**src/rtl/hicore_commit_ctrl.sv**
```systemverilog
// hicore_commit_ctrl
//   In-order commit controller downstream of the reorder buffer. Pulls the
//   ROB head through the commit handshake, applies regfile / CSR writes in the
//   retire cycle, raises traps, mret and fence.i side effects, and generates
//   the pipeline flush plus fetch redirect. Commits are held off while a
//   flush or an instruction-cache invalidate sequence is in progress.
//
// Ports:
//   clk, rst_n                      clock, asynchronous active-low reset
//   commit_valid / commit_ready     ROB head commit handshake
//   commit_rd_* / commit_csr_*      head destination register / CSR info
//   commit_fence_i_op, commit_mret_op, commit_next_pc, commit_info
//                                   head op flags, next PC, writeback info
//                                   (info[0] exception, info[1] redirect,
//                                   info[7:4] exception cause)
//   flush                           pipeline + ROB flush pulse
//   redirect_valid / redirect_pc    fetch redirect
//   rf_wen / rf_widx / rf_wdata     integer regfile write port
//   csr_wen / csr_widx / csr_wdata  CSR write port
//   trap_valid / trap_cause / trap_epc  trap entry to CSR unit
//   mret_done                       mret retired
//   csr_mtvec, csr_mepc             trap and return targets
//   icache_inv_req / icache_inv_ack fence.i invalidate handshake
//   instret                         retired instruction count
//
// Configuration macro:
//   HICORE_COMMIT_INSTRET_EN  defined: 64-bit wrapping retire counter on
//                             instret; undefined: instret tied to zero.
module hicore_commit_ctrl #(
    parameter int XLEN          = 32,
    parameter int INFO_W        = 8,
    parameter int RST_PC_UNUSED = 0
) (
    input  logic              clk,
    input  logic              rst_n,
    output logic              commit_valid,
    input  logic              commit_ready,
    input  logic              commit_rd_need,
    input  logic [4:0]        commit_rd_idx,
    input  logic [XLEN-1:0]   commit_rd_data,
    input  logic              commit_csr_need,
    input  logic [11:0]       commit_csr_idx,
    input  logic [XLEN-1:0]   commit_csr_data,
    input  logic              commit_fence_i_op,
    input  logic              commit_mret_op,
    input  logic [XLEN-1:0]   commit_next_pc,
    input  logic [INFO_W-1:0] commit_info,
    output logic              flush,
    output logic              redirect_valid,
    output logic [XLEN-1:0]   redirect_pc,
    output logic              rf_wen,
    output logic [4:0]        rf_widx,
    output logic [XLEN-1:0]   rf_wdata,
    output logic              csr_wen,
    output logic [11:0]       csr_widx,
    output logic [XLEN-1:0]   csr_wdata,
    output logic              trap_valid,
    output logic [3:0]        trap_cause,
    output logic [XLEN-1:0]   trap_epc,
    output logic              mret_done,
    input  logic [XLEN-1:0]   csr_mtvec,
    input  logic [XLEN-1:0]   csr_mepc,
    output logic              icache_inv_req,
    input  logic              icache_inv_ack,
    output logic [63:0]       instret
);

    typedef enum logic [1:0] {
        S_RUN,
        S_FLUSH,
        S_FENCEI_REQ,
        S_FENCEI_DONE
    } state_t;

    state_t          state, state_nxt;
    logic [XLEN-1:0] target, target_nxt;
    logic            fencei_first, fencei_first_nxt;

    logic retire;
    logic exc;
    logic fence_win;
    logic mret_win;
    logic redir_win;
    logic unused_info;

    assign unused_info = ^commit_info[3:2];

    assign commit_valid = (state == S_RUN);
    assign retire       = commit_valid & commit_ready;

    // Priority: exception > fence.i > mret > mispredict redirect.
    assign exc       = commit_info[0];
    assign fence_win = commit_fence_i_op & ~exc;
    assign mret_win  = commit_mret_op & ~exc & ~commit_fence_i_op;
    assign redir_win = commit_info[1] & ~exc & ~commit_fence_i_op & ~commit_mret_op;

    always_comb begin
        state_nxt        = state;
        target_nxt       = target;
        fencei_first_nxt = 1'b0;
        case (state)
            S_RUN: begin
                if (retire) begin
                    if (exc) begin
                        target_nxt = csr_mtvec;
                        state_nxt  = S_FLUSH;
                    end else if (fence_win) begin
                        target_nxt       = commit_next_pc;
                        fencei_first_nxt = 1'b1;
                        state_nxt        = S_FENCEI_REQ;
                    end else if (mret_win) begin
                        target_nxt = csr_mepc;
                        state_nxt  = S_FLUSH;
                    end else if (redir_win) begin
                        target_nxt = commit_next_pc;
                        state_nxt  = S_FLUSH;
                    end
                end
            end
            S_FLUSH:       state_nxt = S_RUN;
            S_FENCEI_REQ:  if (icache_inv_ack) state_nxt = S_FENCEI_DONE;
            S_FENCEI_DONE: state_nxt = S_RUN;
            default:       state_nxt = S_RUN;
        endcase
    end

    always_ff @(posedge clk or negedge rst_n) begin
        if (!rst_n) begin
            state        <= S_RUN;
            target       <= XLEN'(RST_PC_UNUSED);
            fencei_first <= 1'b0;
        end else begin
            state        <= state_nxt;
            target       <= target_nxt;
            fencei_first <= fencei_first_nxt;
        end
    end

    assign rf_wen    = retire & ~exc & commit_rd_need & (commit_rd_idx != '0);
    assign rf_widx   = commit_rd_idx;
    assign rf_wdata  = commit_rd_data;
    assign csr_wen   = retire & ~exc & commit_csr_need;
    assign csr_widx  = commit_csr_idx;
    assign csr_wdata = commit_csr_data;

    assign trap_valid = retire & exc;
    assign trap_cause = commit_info[7:4];
    assign trap_epc   = commit_next_pc - XLEN'(4);
    assign mret_done  = retire & mret_win;

    // fence.i flushes only on the first invalidate-request cycle.
    assign flush          = (state == S_FLUSH) | ((state == S_FENCEI_REQ) & fencei_first);
    assign redirect_valid = (state == S_FLUSH) | (state == S_FENCEI_DONE);
    assign redirect_pc    = target;
    assign icache_inv_req = (state == S_FENCEI_REQ);

`ifdef HICORE_COMMIT_INSTRET_EN
    logic [63:0] instret_q;

    always_ff @(posedge clk or negedge rst_n) begin
        if (!rst_n) begin
            instret_q <= '0;
        end else if (retire) begin
            instret_q <= instret_q + 64'd1;
        end
    end

    assign instret = instret_q;
`else
    assign instret = '0;
`endif

endmodule

```
**config.mk**
```make
export PLATFORM = sky130hd
export DESIGN_NAME = hicore_commit_ctrl
export DESIGN_NICKNAME = d
export VERILOG_FILES = /design/src/rtl/hicore_commit_ctrl.sv
export SDC_FILE = /design/constraint.sdc
export NUM_CORES = 1
export LEC_CHECK = 0
export ABC_AREA = 1
export ABC_CLOCK_PERIOD_IN_PS = 4100
export CORE_AREA = 2 2 163 165
export DETAILED_ROUTE_END_ITERATION = 8
export DIE_AREA = 0 0 165 167
export GPL_ROUTABILITY_DRIVEN = 0
export GPL_TIMING_DRIVEN = 0
export SLEW_MARGIN = 20
export SYNTH_ARGS = -nofsm -noshare
export SYNTH_HDL_FRONTEND = slang
export SYNTH_SLANG_ARGS = --single-unit
```
**constraint.sdc**
```tcl
create_clock -name clk -period 4.1 [get_ports clk]
set_clock_uncertainty 0.1 [all_clocks]
set_input_delay 1.23 -clock clk [delete_from_list [all_inputs] [get_ports clk]]
set_output_delay 1.23 -clock clk [all_outputs]
set_load 0.01 [all_outputs]
```
=== Word level (Yosys, flattened, before mapping) ===
Index checks and enable logic that the tools add are counted.

* Logic and storage cells: 50
* Bits in registers: 35
* Input port bits: 193
* Output and inout bits: 221

* Reduce and logical (&&, ||, !) cells: 6
* Bitwise logic cells: 19
* Equality and inequality tests: 6
* Muxes and demuxes: 15
* Add/subtract/negate cells: 1

{| class="wikitable"
|+ Operators with widths
! cell !! number
|-
| 32-bit 2-to-1 mux || 4
|-
| 32-bit by 3-bit subtractor with 32-bit output (second input constant) || 1
|-
| 1-bit AND || 14
|-
| 2-bit 2-to-1 mux || 6
|-
| 2-bit case mux with 3 select lines || 1
|-
| 3-bit AND reduction || 2
|-
| 5-bit by 1-bit != test with 1-bit output (second input constant) || 1
|-
| 5-bit nonzero test || 1
|-
| 2-bit equality test (second input constant) || 2
|-
| 1-bit 2-to-1 mux || 4
|-
| 2-bit by 1-bit != test with 1-bit output (second input constant) || 2
|-
| 4-bit nonzero test || 1
|-
| 1-bit inverter || 3
|-
| 2-bit by 1-bit equality test with 1-bit output (second input constant) || 1
|-
| 2-bit zero test || 1
|-
| 1-bit bitwise OR || 2
|-
| 2-bit OR reduction || 1
|}

=== Depth between registers and ports, before layout ===
Gate-level depths: netlist of run 1.

* Depth in word-level cells: 10
* Mapped depth: 8

=== Least setup slack after synthesis of run 1 ===
Ideal clock, no wire load.

* Path type: input to output
* Start point: input port commit_next_pc[2]
* End point: output port trap_epc[22]
* Path slack: 0.464 ns
* Cell stages on the path: 7
* Data arrival time: 2.306 ns
* Cells stage by stage: inv_1 > ha_1 > nand2_1 > nor2_1 > nand2_1 > o21ai_0 > nand2_1

* Word-level cells in the longest chain between the ends: 1

{| class="wikitable"
|+ Ends and longest elaborated chain
! element !! line !! text
|-
| from (decl) || 46 || <nowiki>input logic [XLEN-1:0] commit_next_pc,</nowiki>
|-
| 32-bit by 3-bit subtractor with 32-bit output || 148 || <nowiki>assign trap_epc = commit_next_pc - XLEN'(4);</nowiki>
|-
| to (decl) || 59 || <nowiki>output logic [XLEN-1:0] trap_epc,</nowiki>
|}

No other way between the ends.

=== Worst setup path in the final report of run 1 ===
* Start point: input port commit_next_pc[19]
* End point: output port trap_epc[27]

The elaborated chain is that of the path after synthesis.

==> impl_metrics.tcl, run 1 <==
set metrics [dict create \
    outcome "completed" \
    layout_common_cells "208 x clkdlybuf4s50_1, 163 x buf_4, 160 x nand2_1" \
    track_usage_pct 14.85 \
    numCtsBuffers 5 \
    synth_area_um2 4105 \
    synth_top_family_by_area "buffers and inverters" \
    routed_wl_mm 21.35 \
    final_core_util_pct 29.78 \
    synth_top_cell_area_share_pct 28.16 \
    p_per_area_nw_per_um2 316.7 \
    synth-adder-area-share_pct 0.3048 \
    placed_cells 1310 \
    clk_latency_ps 290 \
    layout_commonest_cell "clkdlybuf4s50_1" \
    synthToLayoutAreaGrowth_pct 86.86 \
    vias_per_cell 3.854 \
    final_layout_size_suffix_gt1_share_pct 24.04 \
    clock-root-buffer "clkbuf_16" \
    tns_ps 0 \
    cts_sinks 35 \
    dr.pass1.iters 4 \
    crit_arrival_ps 2730 \
    period_share_pct 98.94 \
    grt_pass1_wl_mm 30.15 \
    synth_mux_area_share_pct 0 \
    switching_share_pct 38.10 \
    worstPathMaxFanout 5 \
    port_buffers 265 \
    synth-seq-area-share_pct 21.33 \
    antenna_found_initial 3 \
    power_w 0.002429 \
    fin_crit_ps 4056 \
    end_kind "output pin" \
    grt_max_degree 23 \
    start_util_pct 15.93 \
    stdcell_count 1326 \
    ys_ff_latch 35 \
    avgSynthCellArea_um2 6.355 \
    grt.overflow.total 0 \
    cts_buffer_depth 2 \
    synthSimpleGateAreaFrac_pct 28.41 \
    crit_required_ps 2770 \
    synth_compound_area_share_pct 13.23 \
    nets 1184 \
    start_kind "input port" \
    vias 5111 \
    tightest_slew_ps 647.9 \
    finalSetupViolCount 0 \
    core_area_um2 25760 \
    irDropWorstVdd_uv 179.7 \
    p_clk_share_pct 16.4 \
    seqPwrFrac_pct 25.0 \
    p_switching_w 0.0009254 \
    min_path_type "flop to flop" \
    max_freq_ghz 0.2465 \
    wl_per_cell_um 16.10 \
    drc 0 \
    synth_largest_area_cell "buf_4" \
    synth_cell_type_count 26 \
    slew_headroom_pct 56.81 \
    ys_top_cells_by_area "buf_4 28%, dfrtp_1 21%, nand2_1 15%" \
    die-area_um2 27560 \
    combPwrFrac_pct 58.6 \
    dp_hpwl_mm 17.69 \
    synth_xor_area_share_pct 3.200 \
    fp-row-count 59 \
    grt_pass1_vias 4993 \
    cts_tree "done" \
    clk_pin_slew_ps 60 \
    drv_slew 0 \
    p_leak_nw 3.665 \
    postCtsHoldBufs 0 \
    pin_count 414 \
    drtIter0Drc 293 \
    cap_violations 0 \
    crit_type "input port to output pin" \
    p_int_w 0.001504 \
    htree_levels 2 \
    hold_viol_final 0 \
    rsz0062_at_grt "yes" \
    ys_warn_count 0 \
    drtAntennaViolNets 0 \
    synth_cells 646 \
    die_h_um 167 \
    die_w_um 165 \
]
Yosys cell counts (all sizes together):
cell type,n
a21oi,98
and3,1
buf,169
clkbuf,9
clkinv,1
conb,1
dfrtp,35
ha,1
inv,26
nand2,167
nand3,39
nand4,8
nor2,65
nor3,1
o21a,1
o21ai,9
xnor2,10
xor2,5
power groups by stage:
stage	registers, W	logic (W)	clock network, W
after detailed placement	0.000610	0.00144	0
after CTS	0.000607	0.00144	0.000421
after global routing	0.000628	0.00155	0.000428
final	0.000608	0.00142	0.000397
after floorplan	0.000678	0.000562	0
after global placement	0.000608	0.00143	0
stage by stage:
step                      worst slack (ps)  cell area, µm²  hold WS, ps
after floorplan                      464.3            4342        437.6
after global placement              -788.1            7413        403.4
after detailed placement            -840.9            7428        417.0
after CTS                            2.409            7645        430.1
after global routing                -50.96            7669        440.7
final                                43.59            7671        427.7
cell type report:
cell class / count / area (µm²)
Antenna cell: 1 / 2.502
Buffer: 178 / 1277
Clock buffer: 6 / 138.9
Clock inverter: 1 / 5.005
Fill cell: 2827 / 18090
Inverter: 27 / 102.6
Multi-Input combinational cell: 469 / 2186
Sequential cell: 35 / 875.8
Tap cell: 335 / 419.2
Timing Repair Buffer: 274 / 2664
flip-flops by register name, summed over array words and instances, names as in the netlist:
signal	cells
redirect_pc	32
state	2
fencei_first	1
metal layers:
| metal | track usage [%] | up-vias | part of all wire (%) |
|---|---|---|---|
| li1 | - | 2537 | - |
| met1 | 17.02 | 2287 | 38 |
| met2 | 26.32 | 259 | 50 |
| met3 | 4.682 | 24 | 9.3 |
| met4 | 4.045 | 4 | 1.7 |
| met5 | 0 | - | 0.14 |
logic make-up (layout without fill, tap and decap cells):
kind of cell,Yosys count,after routing
xor+xnor,15,15
simple gates,281,281
flops,35,35
compound gates,108,108
buf+inv,205,486
fa+ha+maj,1,1
other cells,1,65
final timing paths:
kind                                    start               to  slack, ps  depth (start not counted)
max reg2reg                          state[1]  redirect_pc[26]       2430                          8
max                        commit_next_pc[19]     trap_epc[27]         40                          7
min in group asynchronous               rst_n         state[1]        760                          1
min reg2reg                    redirect_pc[5]   redirect_pc[5]        430                          2
min                            redirect_pc[5]   redirect_pc[5]        430                          2
max in group asynchronous               rst_n   redirect_pc[3]       2670                          2
worst max-delay path, cell delays in order:
cell and delay [ps]:
dlygate4sd2_1 340, nor2_1 180, nand2_1 120, nor2_2 140, nand4_1 100, nand2_1 70, clkdlybuf4s50_1 540
repair_timing:
| item | 4_1_cts | 5_1_grt |
|---|---|---|
| cloned | 0 | 0 |
| endpoints found under the setup margin | 33 | 15 |
| pin swaps | 9 | 5 |
| gates resized for setup | 111 | 26 |
| setup buffers | 6 | 2 |
Note: power is estimated with default switching activity, not from simulation.
==> inputs of run 2 (changes only) <==
==> constraint.sdc (replaced) <==
create_clock -name clk -period 4.1 [get_ports clk]
set_clock_uncertainty 0.1 [all_clocks]
set_input_delay 0.82 -clock clk [delete_from_list [all_inputs] [get_ports clk]]
set_output_delay 0.82 -clock clk [all_outputs]
set_load 0.01 [all_outputs]
==> impl_metrics.tcl, run 2 (synthesis results as in run 1) <==
set metrics [dict create \
    drc 0 \
    wl_per_cell_um 16.02 \
    postPlaceCellArea_um2 7428 \
    htree_levels 2 \
    finalSetupViolCount 0 \
    period_share_pct 95.82 \
    hold_viol_final 0 \
    clk_pin_slew_ps 60 \
    clock-root-buffer "clkbuf_16" \
    tns_ps 0 \
    fp-row-count 59 \
    holdWs_ps 348.0 \
    layout_common_cells "264 x clkdlybuf4s50_1, 164 x nand2_1, 154 x buf_4" \
    grt_max_degree 23 \
    dr.pass1.iters 5 \
    vias 5084 \
    drtIter0Drc 316 \
    numCtsBuffers 5 \
    start_kind "input port" \
    critPathMaxStageDelay_ps 610 \
    final_layout_size_suffix_gt1_share_pct 19.14 \
    die-area_um2 27560 \
    cap_violations 0 \
    pin_count 414 \
    setup_ws_ps 171.4 \
    die_w_um 165 \
    cts_buffer_depth 2 \
    power_w 0.002430 \
    critPathTopFamily "buffers and inverters" \
    crit_type "input port to output pin" \
    end_kind "output pin" \
    outcome "completed" \
    worstPathMaxFanout 4 \
    min_path_type "input port to asynchronous set/reset pin" \
    die_h_um 167 \
    drv_slew 0 \
    crit_required_ps 3180 \
    path_cells "clkdlybuf4s50_1 -> nor2_1 -> nand2_1 -> nor2_2 -> nand2_1 -> xnor2_1 -> clkdlybuf4s50_1" \
    largest_reg_flops 32 \
    track_usage_pct 14.72 \
    grt_pass1_vias 4953 \
    fin_area_um2 7580 \
    rsz0062_at_grt "no" \
    p_leak_nw 3.511 \
    routed_wl_mm 21.11 \
    irDropWorstVdd_uv 180.1 \
    max_freq_ghz 0.2545 \
    dp_hpwl_mm 17.69 \
    nets 1176 \
    path_buf_inv 2 \
    grt.overflow.total 0 \
    p_per_area_nw_per_um2 320.6 \
    start_util_pct 15.93 \
    antenna_found_initial 2 \
    drtAntennaViolNets 0 \
    grt_pass1_wl_mm 29.84 \
    fin_crit_ps 3929 \
    slew_headroom_pct 54.79 \
    port_buffers 265 \
    cp_slowest_cell "clkdlybuf4s50_1" \
    cts_tree "done" \
    cts_sinks 35 \
    clk_latency_ps 290 \
    layout_commonest_cell "clkdlybuf4s50_1" \
    post-place-ws_ps -20.92 \
    core_area_um2 25760 \
    tightest_slew_ps 678.1 \
    synthToLayoutAreaGrowth_pct 84.64 \
    crit_arrival_ps 3010 \
    vias_per_cell 3.857 \
]
run 2: cell count changes in the layout (fill, tap and decap cells not counted), sizes merged:
cell           change
buf               -10
clkbuf             -6
clkdlybuf4s15     -12
clkdlybuf4s50     +56
dlygate4sd2       -33
dlymetal6s2s       -3
run 2: timing repair:
item | 4_1_cts | 5_1_grt
hold buffers | 0 | 0
setup endpoints to repair | 2 | 3
buffers inserted | 0 | 0
resized for setup | 1 | 1
run 2: metal layers:
| metal | vias to the layer above | track usage, % | wire, µm |
|---|---|---|---|
| li1 | 2523 | - | - |
| met1 | 2264 | 16.86 | 8023 |
| met2 | 273 | 26.05 | 10590 |
| met3 | 22 | 4.707 | 2106 |
| met4 | 2 | 4.045 | 376 |
| met5 | - | 0 | 16 |
run 2: layout make-up:
type	count	area, µm²
antenna	1	2.502
timing repair buffer	266	2668
multi-input combinational	469	2098
buffer	178	1271
tap	335	419.2
fill	2810	18180
sequential	35	875.8
clock inverter	1	5.005
inverter	27	101.3
clock buffer	6	138.9
run 2: per-stage QoR:
stage	util [%]	cells
after global routing	29.41	1317
after CTS	29.40	1317
after floorplan	-	709
after global placement	28.77	1309
final	29.42	1318
after detailed placement	28.83	1310
run 2: final timing paths:
| kind | slack (ps) | to | cells after the start | start |
|---|---|---|---|---|
| setup / recovery | 170 | trap_epc[17] | 7 | commit_next_pc[4] |
| hold / removal | 350 | state[1] | 1 | rst_n |
| min in group clk | 430 | redirect_pc[23] | 2 | redirect_pc[23] |
| setup reg to reg | 2410 | redirect_pc[26] | 7 | state[0] |
| hold reg to reg | 430 | redirect_pc[23] | 2 | redirect_pc[23] |
| max in group asynchronous | 3080 | redirect_pc[3] | 2 | rst_n |
run 2: report_power, final:
group / internal (W) / switching [W]
clock: 0.000238 / 0.000159
combinational: 0.000760 / 0.000665
sequential: 0.000513 / 0.0000947
total: 0.00151 / 0.000919
==> RTL change: new RTL, settings of run 1 <==
Add a define of `HICORE_COMMIT_INSTRET_EN`.
--- a/src/rtl/hicore_commit_ctrl.sv
+++ b/src/rtl/hicore_commit_ctrl.sv
@@ -28,2 +28,4 @@
 //                             instret; undefined: instret tied to zero.
+`define HICORE_COMMIT_INSTRET_EN
+
 module hicore_commit_ctrl #(
Function: changed (a bounded check fails within 4 cycles, from zero or initial values and one cycle with rst_n low).
==> RTL change against run 1 <==
Die area stayed put. Total power is 55% higher. Global-route usage is 6.4 points higher. Final area is 52% higher. Critical path depth is 2 higher. Area after synthesis is 77% higher. First-iteration DRC count is 100% higher. Wire length is 40% higher. Worst hold slack worse by 18 ps. Count of clock-buffer cells in the layout is 3 higher. Sequential cell count is 64 higher. Worst setup slack worse by 17 ps. Largest cell class unchanged. Largest power group unchanged. Highest routed layer is now met4.
==> RTL change: results (changes against run 1) <==
Status
  – Outcome: finished clean

Power
  – Sw Share: 35.0% (-3.1 points)
  – Flop+latch power: 1.31 mW (+120%)
  – Leakage power: 5.20 nW (+42%)
  – Power Clock: 0.901 mW (+130%)
  – Psw: 1.32 mW (+42%)
  – VDD IR max: 0.221 mV (+23%)
  – Cell Pwr Density: 323 mW/mm^2 (+2.1%)

Global routing
  – First-pass GRT wire length: 44600 um (+48%)
  – Largest net degree at the start of global routing: 73 (+220%)
  – Tot GR Track Use: 21.3% (+6.4 points)
  – Initial antenna violation count: 1 (-2)
  – Vias in the first global route: 7742 (+55%)

Clock tree
  – TritonCTS buffer count: 9 (+4)
  – Post-CTS setup repair buffer count: 22 (+16)
  – Worst-Skew Late Latency: 350 ps (+60 ps)
  – Post-CTS Resized: 102 (-8.1%)

Setup path
  – Critical path's largest stage delay: 280 ps (-260 ps)
  – Crit path buf inv count: 4 (+2)
  – Reg-to-Reg Start: state[0]
  – Worst setup path start: commit_next_pc[2]
  – Reg2Reg Depth: 11 (+3)
  – Critical Path End: trap_epc[18]
  – Crit path max fanout: 4 (-1)
  – Critical Path AT: 2740 ps (about the same)
  – Reg2reg end: instret[47]
  – Worst path slowest cell: dlygate4sd2_1

Yosys
  – Synth top area cells: dfrtp_1 34%, nand2_1 13%, nor2_1 9.5%, buf_4 9.1%, xor2_1 5.8%
  – Post-synthesis mux area share: 0% (unchanged)
  – Syn Nets: between 1000 and 1500
  – Syn Inst Count: 1043 (+61%)
  – XOR/XNOR Fraction of Synth Area: 7.71% (+4.5 points)
  – Top post-synthesis cells by count: 256 x nand2_1, 184 x nor2_1, 99 x dfrtp_1, 94 x inv_1, 88 x buf_4
  – Synth Area in Compound Gates: 8.33% (-4.9 points)
  – Adder-cell area share of the yosys netlist: 0.344% (+0.040 points)
  – Post-synthesis sequential area ratio: 34.1% (+13 points)

Timing
  – Worst hold slack: 410 ps (-17.9 ps)
  – Fin crit period: 4070 ps (+17.3 ps)
  – Worst-margin pin slew: 595 ps (-52.6 ps)

Cells and area
  – Layout cells sized above 1: 16.0% (-8.0 points)
  – Final net count: 1602 (+35%)
  – # fillers: 2615 (-7.5%)

Route
  – Final wirelength: 30000 um (+40%)
  – Via count: 8288 (+62%)
  – Drt pass-1 iters: 5 (+1)
  – Iteration-0 DRC Markers: 585 (+100%)
  – Post-DR vias/cell: 4.74 (+23%)

Worst hold path
  – Worst min-delay path class: reg -> reg
  – Min-delay src: instret[62]
  – End point of the worst hold path: instret[62]

Placement
  – Cells after DPL: 1709 (+30%)
  – Post-DP Area: 0.0110 mm^2 (+48%)
  – Pre-CTS setup slack: -1080 ps (-237 ps)
  – Post-DP HPWL: 24300 um (+38%)
-- RTL change: cell count changes after synthesis, sizes merged, moves of 6 or more --
cell | run 1 | this run
a21oi | 98 | 66
nand2 | 167 | 263
nor3 | 1 | 20
xnor2 | 10 | 16
o211ai | 0 | 32
xor2 | 5 | 48
buf | 169 | 100
dfrtp | 35 | 99
nor2 | 65 | 196
inv | 26 | 97
nand4 | 8 | 20
nand3b | 0 | 14
nand3 | 39 | 47
-- RTL change: per-layer routing --
layer / GRT usage (%) / routed length [um] / vias up
met4: 7.75 / 1010 / 0
met1: 30.0 / 13200 / 3863
met3: 4.08 / 2410 / 57
li1: - / - / 3968
met2: 32.2 / 13300 / 400
met5: 0 / 0 / -
-- RTL change: area by class of cell --
class	instances	area share (%)
multi-input cells	737	33.1
repair buffers	356	29.9
flip-flops and latches	99	21.3
plain buffers	106	6.31
well taps	335	3.60
inverters	98	3.19
clock buffers	9	1.94
clock inverters	6	0.634
diodes	1	0.0215
